$ cat src/rtl/uart_rx.sv
// 8N1 UART receiver with valid/ack handshake, framing-error strobe and sticky overrun flag.
// Optional `define UART_RX_MAJORITY_VOTE_EN: 2-of-3 vote around each bit centre.
module uart_rx #(
  parameter int CLOCK_FREQUENCY = 50_000_000,
  parameter int BAUD_RATE       = 9600
) (
  input  logic       clockIN,
  input  logic       nRxResetIN,
  input  logic       rxIN,
  input  logic       rxAckIN,
  output logic [7:0] rxDataOUT,
  output logic       rxValidOUT,
  output logic       rxBusyOUT,
  output logic       rxFramingErrorOUT,
  output logic       rxOverrunOUT
);

  localparam int BIT_PERIOD  = CLOCK_FREQUENCY / BAUD_RATE;
  localparam int HALF_PERIOD = BIT_PERIOD / 2;
  localparam int CW          = $clog2(BIT_PERIOD);
`ifdef UART_RX_MAJORITY_VOTE_EN
  localparam int VOTE_DELAY  = 1;
`else
  localparam int VOTE_DELAY  = 0;
`endif
  localparam logic [CW-1:0] START_LAST = CW'(HALF_PERIOD - 1 + VOTE_DELAY);
  localparam logic [CW-1:0] BIT_LAST   = CW'(BIT_PERIOD - 1);
  localparam logic [CW-1:0] COUNT_ONE  = CW'(1);

  typedef enum logic [2:0] {
    S_IDLE,
    S_START,
    S_DATA,
    S_STOP,
    S_BREAK
  } rxState_t;

  logic [1:0]    r_resetSync;
  logic          w_rstN;
  logic          r_sync1;
  logic          r_rxS;
  logic          r_rxSPrev;
  logic          w_sample;
  rxState_t      r_state;
  rxState_t      w_stateNext;
  logic [CW-1:0] r_count;
  logic [CW-1:0] w_countNext;
  logic [2:0]    r_index;
  logic [2:0]    w_indexNext;
  logic [7:0]    r_shift;
  logic [7:0]    w_shiftNext;
  logic          w_byteDone;
  logic          w_framingError;
  logic [7:0]    r_data;
  logic          r_valid;
  logic          r_framingError;
  logic          r_overrun;

  // Reset asserts asynchronously but is released only on a clock edge.
  always_ff @(posedge clockIN or negedge nRxResetIN) begin
    if (!nRxResetIN) begin
      r_resetSync <= 2'b00;
    end else begin
      r_resetSync <= {r_resetSync[0], 1'b1};
    end
  end

  assign w_rstN = r_resetSync[1];

  always_ff @(posedge clockIN or negedge w_rstN) begin
    if (!w_rstN) begin
      r_sync1   <= 1'b1;
      r_rxS     <= 1'b1;
      r_rxSPrev <= 1'b1;
    end else begin
      r_sync1   <= rxIN;
      r_rxS     <= r_sync1;
      r_rxSPrev <= r_rxS;
    end
  end

`ifdef UART_RX_MAJORITY_VOTE_EN
  logic r_rxSPrev2;

  always_ff @(posedge clockIN or negedge w_rstN) begin
    if (!w_rstN) begin
      r_rxSPrev2 <= 1'b1;
    end else begin
      r_rxSPrev2 <= r_rxSPrev;
    end
  end

  // Decided one clock after the centre so centre-1, centre and centre+1 are all visible.
  assign w_sample = (r_rxS & r_rxSPrev) | (r_rxS & r_rxSPrev2) | (r_rxSPrev & r_rxSPrev2);
`else
  assign w_sample = r_rxS;
`endif

  always_ff @(posedge clockIN or negedge w_rstN) begin
    if (!w_rstN) begin
      r_state <= S_IDLE;
      r_count <= '0;
      r_index <= 3'd0;
      r_shift <= 8'h00;
    end else begin
      r_state <= w_stateNext;
      r_count <= w_countNext;
      r_index <= w_indexNext;
      r_shift <= w_shiftNext;
    end
  end

  always_comb begin
    w_stateNext    = r_state;
    w_countNext    = r_count + COUNT_ONE;
    w_indexNext    = r_index;
    w_shiftNext    = r_shift;
    w_byteDone     = 1'b0;
    w_framingError = 1'b0;
    case (r_state)
      S_IDLE: begin
        w_countNext = '0;
        if (!r_rxS && r_rxSPrev) begin
          w_stateNext = S_START;
        end
      end
      S_START: begin
        if (r_count == START_LAST) begin
          w_countNext = '0;
          w_indexNext = 3'd0;
          w_stateNext = w_sample ? S_IDLE : S_DATA;
        end
      end
      S_DATA: begin
        if (r_count == BIT_LAST) begin
          w_countNext          = '0;
          w_shiftNext[r_index] = w_sample;
          if (r_index == 3'd7) begin
            w_stateNext = S_STOP;
          end else begin
            w_indexNext = r_index + 3'd1;
          end
        end
      end
      S_STOP: begin
        if (r_count == BIT_LAST) begin
          w_countNext = '0;
          if (w_sample) begin
            w_byteDone  = 1'b1;
            w_stateNext = S_IDLE;
          end else begin
            w_framingError = 1'b1;
            w_stateNext    = S_BREAK;
          end
        end
      end
      // A line held low after a bad stop bit must go idle before a new start is accepted.
      S_BREAK: begin
        w_countNext = '0;
        if (r_rxS) begin
          w_stateNext = S_IDLE;
        end
      end
      default: begin
        w_countNext = '0;
        w_stateNext = S_IDLE;
      end
    endcase
  end

  always_ff @(posedge clockIN or negedge w_rstN) begin
    if (!w_rstN) begin
      r_data         <= 8'h00;
      r_valid        <= 1'b0;
      r_framingError <= 1'b0;
      r_overrun      <= 1'b0;
    end else begin
      r_framingError <= w_framingError;
      if (w_byteDone) begin
        r_data  <= r_shift;
        r_valid <= 1'b1;
        if (r_valid && !rxAckIN) begin
          r_overrun <= 1'b1;
        end
      end else if (rxAckIN) begin
        r_valid <= 1'b0;
      end
    end
  end

  assign rxDataOUT         = r_data;
  assign rxValidOUT        = r_valid;
  assign rxBusyOUT         = (r_state != S_IDLE);
  assign rxFramingErrorOUT = r_framingError;
  assign rxOverrunOUT      = r_overrun;

endmodule

$ cat config.mk
export PLATFORM = sky130hd
export DESIGN_NAME = uart_rx
export DESIGN_NICKNAME = d
export VERILOG_FILES = /design/src/rtl/uart_rx.sv
export SDC_FILE = /design/constraint.sdc
export NUM_CORES = 1
export LEC_CHECK = 0
export BUFFER_PORTS_ARGS = -buffer_cell sky130_fd_sc_hd__buf_4
export CORE_AREA = 5 5 75 84
export DETAILED_ROUTE_END_ITERATION = 12
export DIE_AREA = 0 0 80 89
export PLACE_DENSITY = 0.6
export SETUP_SLACK_MARGIN = 0.4
export SLEW_MARGIN = 10
export SYNTH_ARGS = -nofsm -noshare
export SYNTH_HDL_FRONTEND = slang
export SYNTH_SLANG_ARGS = --single-unit
$ cat constraint.sdc
create_clock -name clockIN -period 2.2 [get_ports clockIN]
set_input_delay 0.33 -clock clockIN [delete_from_list [all_inputs] [get_ports clockIN]]
set_output_delay 0.33 -clock clockIN [all_outputs]
set_load 0.01 [all_outputs]
-- Word-level counts from Yosys, hierarchy flattened
Index checks and enable logic that the tools add are counted.
- flip-flop bits (word level): 43
- input bits: 4
- output and inout bits: 12
- word-level logic and storage cells: 71
- $add $sub $neg: 2
- magnitude comparators: 2
- equality and inequality tests: 14
- muxes and demuxes: 27
- reduce and logical (&&, ||, !) cells: 14
- operator list (kind ; count):
    3-bit 2-to-1 mux ; 10
    13-bit 2-to-1 mux ; 2
    13-bit case mux with 2 select lines ; 1
    3-bit case mux with 5 select lines ; 1
    2-bit inequality test (second input constant) ; 7
    13-bit by 1-bit adder with 13-bit output (second input constant) ; 1
    13-bit by 12-bit equality test with 1-bit output (second input constant) ; 1
    13-bit equality test (second input constant) ; 1
    1-bit 2-to-1 mux ; 9
    8-bit bitwise mux ; 1
    3-bit by 2-bit equality test with 1-bit output (second input constant) ; 2
    3-bit equality test (second input constant) ; 2
    3-bit case mux with 2 select lines ; 1
    6-bit AND reduction ; 1
    3-bit by 4-bit less-than comparator with 1-bit output (second input constant) ; 1
    2-bit AND reduction ; 2
    4-bit AND reduction ; 1
    2-bit nonzero test ; 2
    3-bit by 1-bit adder with 3-bit output (second input constant) ; 1
    1-bit demux with 3-bit select ; 1
    3-bit by 1-bit equality test with 1-bit output (second input constant) ; 1
    3-bit by 1-bit >= comparator with 1-bit output (second input constant) ; 1
    1-bit logical AND ; 3
    3-bit logical NOT ; 1
    other kinds (4) ; 5

-- Depth between registers and ports, before layout
- depth after elaboration: 5
- depth in mapped cells: 6
- gate-level depth less buffers: 5

-- Worst setup path after synthesis
No wires, ideal clock.
- path kind: register to register
- from: register r_count[0]
- to: register r_data[0], in the netlist rxDataOUT[0]
- data arrival time: 2.015 ns
- setup slack: 0.060 ns
- stages on the path, launching flop included: 7
- buffers on the path: 1
- cell sequence: dfrtp_1 -> ha_1 -> or3b_4 -> nor4_4 -> and3_1 -> buf_6 -> mux2_4
- cells in the longest elaborated chain, start to end: 3
- ends and longest elaborated chain (item ; RTL line ; source):
    start: declaration ; 46 ; logic [CW-1:0] r_count;
    start signal: assignment ; 107 ; r_count <= w_countNext;
    13-bit equality test ; 146 ; if (r_count == BIT_LAST) begin
    1-bit 2-to-1 mux ; 146 ;
    1-bit 2-to-1 mux ; 120 ; case (r_state)
    end signal: assignment ; 180 ; r_data <= r_shift;
    end: declaration ; 54 ; logic [7:0] r_data;
Every way passes these cells.
A chain may end at the register's enable or synchronous reset.

-- Final worst setup path
- from: register r_count[9]
- to: register r_data[6], in the netlist rxDataOUT[6]
The elaborated chain is that of the path after synthesis.

==> summary.md <==
| Metric | Value |
|---|---|
| Final weighted congestion in routability-driven placement | 0.7845 |
| Maximum number of pins on one net before global-route repair | 41 |
| Core area | 5325 sq um |
| Via count normalized by instance count | 4.905 |
| Peak fanout along the critical path | 9 |
| Maximum clock path buffer count | 2 |
| Leftover overflow at the end of global routing | 0 |
| Port-buffer cells | 15 |
| Die span in x | 80 um |
| Outcome | completed |
| DRC violations left | 0 |
| Routed wire length | 3783 um |
| Tightest Pin Transition | 501.6 ps |
| Mean routed wirelength per cell | 13.27 um |
| Maximum operating frequency | 0.5125 GHz |
| Synth top area cells | sky130_fd_sc_hd__dfrtp_1, sky130_fd_sc_hd__mux2_4, sky130_fd_sc_hd__nor2_1 |
| Number of ports placed on the die boundary | 16 |
| GRT Util Overall | 11.78% |
| Instance count of the mapped netlist | 178 |
| Number of storage elements in the synthesis netlist | 43 |
| Worst ir drop on vdd | 0.0005519 V |
| CTS root buf | sky130_fd_sc_hd__clkbuf_8 |
| RSZ-0062 raised after global routing | yes |
| Lkg Pwr | 1.171 nW |
| Total negative slack for setup checks | 0 ps |
| WP data required | 2370 ps |
| Total die area | 7120 sq um |
| Cell area after synthesis | 2064 sq um |
| Power per cell area | 796.8 nW/um^2 |
| # fillers | 508 |
| Setup skew after layout | 8.777 ps |
| Library cell with the largest summed area after synthesis | sky130_fd_sc_hd__dfrtp_1 |
| Synthesized area per cell | 11.60 sq um |
| Distinct cell type count after synthesis | 41 |
| Final Hold Vio Count | 0 |
| Detailed Routing Iterations Pass 1 | 4 |
| Net Count, Synth | 185 |
| Antenna violations before repair | 0 |
| Worst slew margin | 66.56% |
| Worst path arrival time | 2130 ps |
| Number of pins exceeding their max-slew limit in the final report | 0 |
| Number of buffers added by the clock tree synthesis step | 5 |
| Starting density of the core | 38.77% |
| Share of the synthesized area in the top cell type | 48.48% |
| Period utilisation layout | 88.68% |
| Hold Crit Class | input port to flop |
| Post-layout minimum cycle time | 1951 ps |
| Count of maximum capacitance violations | 0 |
| Critical path start-end classification | flop to flop |
| TritonCTS Sinks | 43 |
| Antenna-violating nets left | 0 |
| Initial DRC Count | 61 |
| Sum of internal, switching and leakage power | 2.007 mW |
| First-pass GRT wire length | 6575 um |
| Detailed-route via count | 1398 |
| Most common cell after layout, fill and taps aside | sky130_fd_sc_hd__dfrtp_1 |
| Area growth syn-to-layout | 22.00% |
| Max H-tree Level | 2 |
| Setup Viol. Count Final | 0 |
| Net count, final | 216 |
| TritonCTS clock tree | yes |
| Number of diodes added for antenna fixing | 0 |
| Yosys warning total | 0 |
| Clock latency on the worst-skew pair | 290 ps |
| Final HPWL DP | 2681 um |
| Most frequent cells in the layout | sky130_fd_sc_hd__dfrtp_1, sky130_fd_sc_hd__buf_4, sky130_fd_sc_hd__nor2_1, sky130_fd_sc_hd__mux2_4, sky130_fd_sc_hd__nand4_1 |
| Std-Cell Rows | 28 |
| Seq/Total Area, Yosys | 52.30% |
| Clock-pin slew on the worst setup and hold paths | 80 ps |
| Via count of the first global-routing pass | 1409 |
| Height of the chip | 89 um |
| Fraction of final layout cells with drive strength greater than 1 | 31.43% |
| Startpoint types | flop |
| Crit path capture type | flop |
[worst paths after layout]
kind	from	end	slack, ps	cells past startpoint
min in group asynchronous	r_resetSync[1]	r_sync1	190	0
worst max-delay path	r_count[9]	rxDataOUT[6]	250	5
worst min register to register	r_resetSync[1]	r_sync1	190	0
worst max register to register	r_count[9]	rxDataOUT[6]	250	5
worst min-delay path	rxIN	r_sync1	150	1
max in group asynchronous	r_resetSync[1]	r_rxSPrev	1500	1
[timing repair]
| action | in CTS | in global routing |
|---|---|---|
| hold buffers | 1 | 0 |
| pin swaps | 3 | 2 |
| setup buffers | 4 | 1 |
| resized for setup | 3 | 1 |
| setup endpoints to repair | 37 | 36 |
| endpoints found under the hold margin | 2 | 0 |
[cells by family after synthesis]
group	Yosys count	synth area share [%]
other	1	0.1816
AND/OR/NAND/NOR	82	23.70
adder cells (fa/ha/maj)	3	1.818
multiplexers	16	10.36
AO/OA/AOI/OAI	10	3.879
buffers and inverters	12	3.091
flip-flops	43	52.30
XOR/XNOR	11	4.667
[synth_stat cells (all sizes together)]
cell type and count:
nand4b 3, xnor2 4, a21o 1, or4b 1, clkbuf 2, nor2 25
a2bb2oi 1, nor4 2, ha 3, and3 4, a21oi 2, o211ai 3
nand2b 4, dfstp 3, and4 1, nand4 11, xor2 7, nor3b 2
buf 4, nor4bb 1, a41o 1, nand2 7, nand3b 1, or3b 1
inv 6, or3 3, mux2 16, dfrtp 40, nor2b 2, a31o 1
nand4bb 1, nand3 11, nor3 2, conb 1, o22ai 1
[metal layers]
metal	global-route usage, %	vias up	wire length [um]
li1	-	688	-
met1	14.16	686	1731
met2	20.71	18	1882
met3	3.024	6	117
met4	3.687	0	51
met5	0	-	0
[worst max-delay path, cell delays in order (launching register included)]
cell                      delay [ps]
sky130_fd_sc_hd__dfrtp_1         380
sky130_fd_sc_hd__or4b_4          550
sky130_fd_sc_hd__nor4_4          240
sky130_fd_sc_hd__and3_4          230
sky130_fd_sc_hd__buf_12          130
sky130_fd_sc_hd__mux2_4          300
[through the flow]
step / area [sq um] / utilization (%) / hold slack, ps / worst slack [ps] / cells
floorplan: 2101 / - / 34.41 / 140.1 / 178
global placement: 2342 / 43.99 / 113.1 / 166.8 / 271
detailed placement: 2342 / 43.99 / 114.1 / 116.1 / 271
CTS: 2507 / 47.09 / 133.4 / 228.5 / 284
global route: 2519 / 47.30 / 126.8 / 213.7 / 285
finish: 2519 / 47.30 / 145.4 / 248.9 / 285
[layout make-up]
type	instances	area [sq um]	area share, %
flip-flops and latches	43	1080	42.87
multi-input cells	123	968.4	38.45
repair buffers	30	244.0	9.687
well taps	75	93.84	3.726
clock buffers	6	72.57	2.881
clock inverters	2	37.54	1.490
inverters	6	22.52	0.8942
[state kept, by name, summed over array words and instances (netlist names)]
signal and count:
r_rxS 1, r_state 3, r_rxSPrev 1, rxValidOUT 1, r_shift 8, rxOverrunOUT 1
rxDataOUT 8, r_index 3, rxFramingErrorOUT 1, r_sync1 1, r_resetSync 2, r_count 13
[power breakdown]
| part | internal (mW) | switching [mW] |
|---|---|---|
| Sequential | 0.855 | 0.0752 |
| Clock | 0.338 | 0.257 |
| Combinational | 0.213 | 0.269 |
No activity file was read; power rests on OpenSTA's default activity.
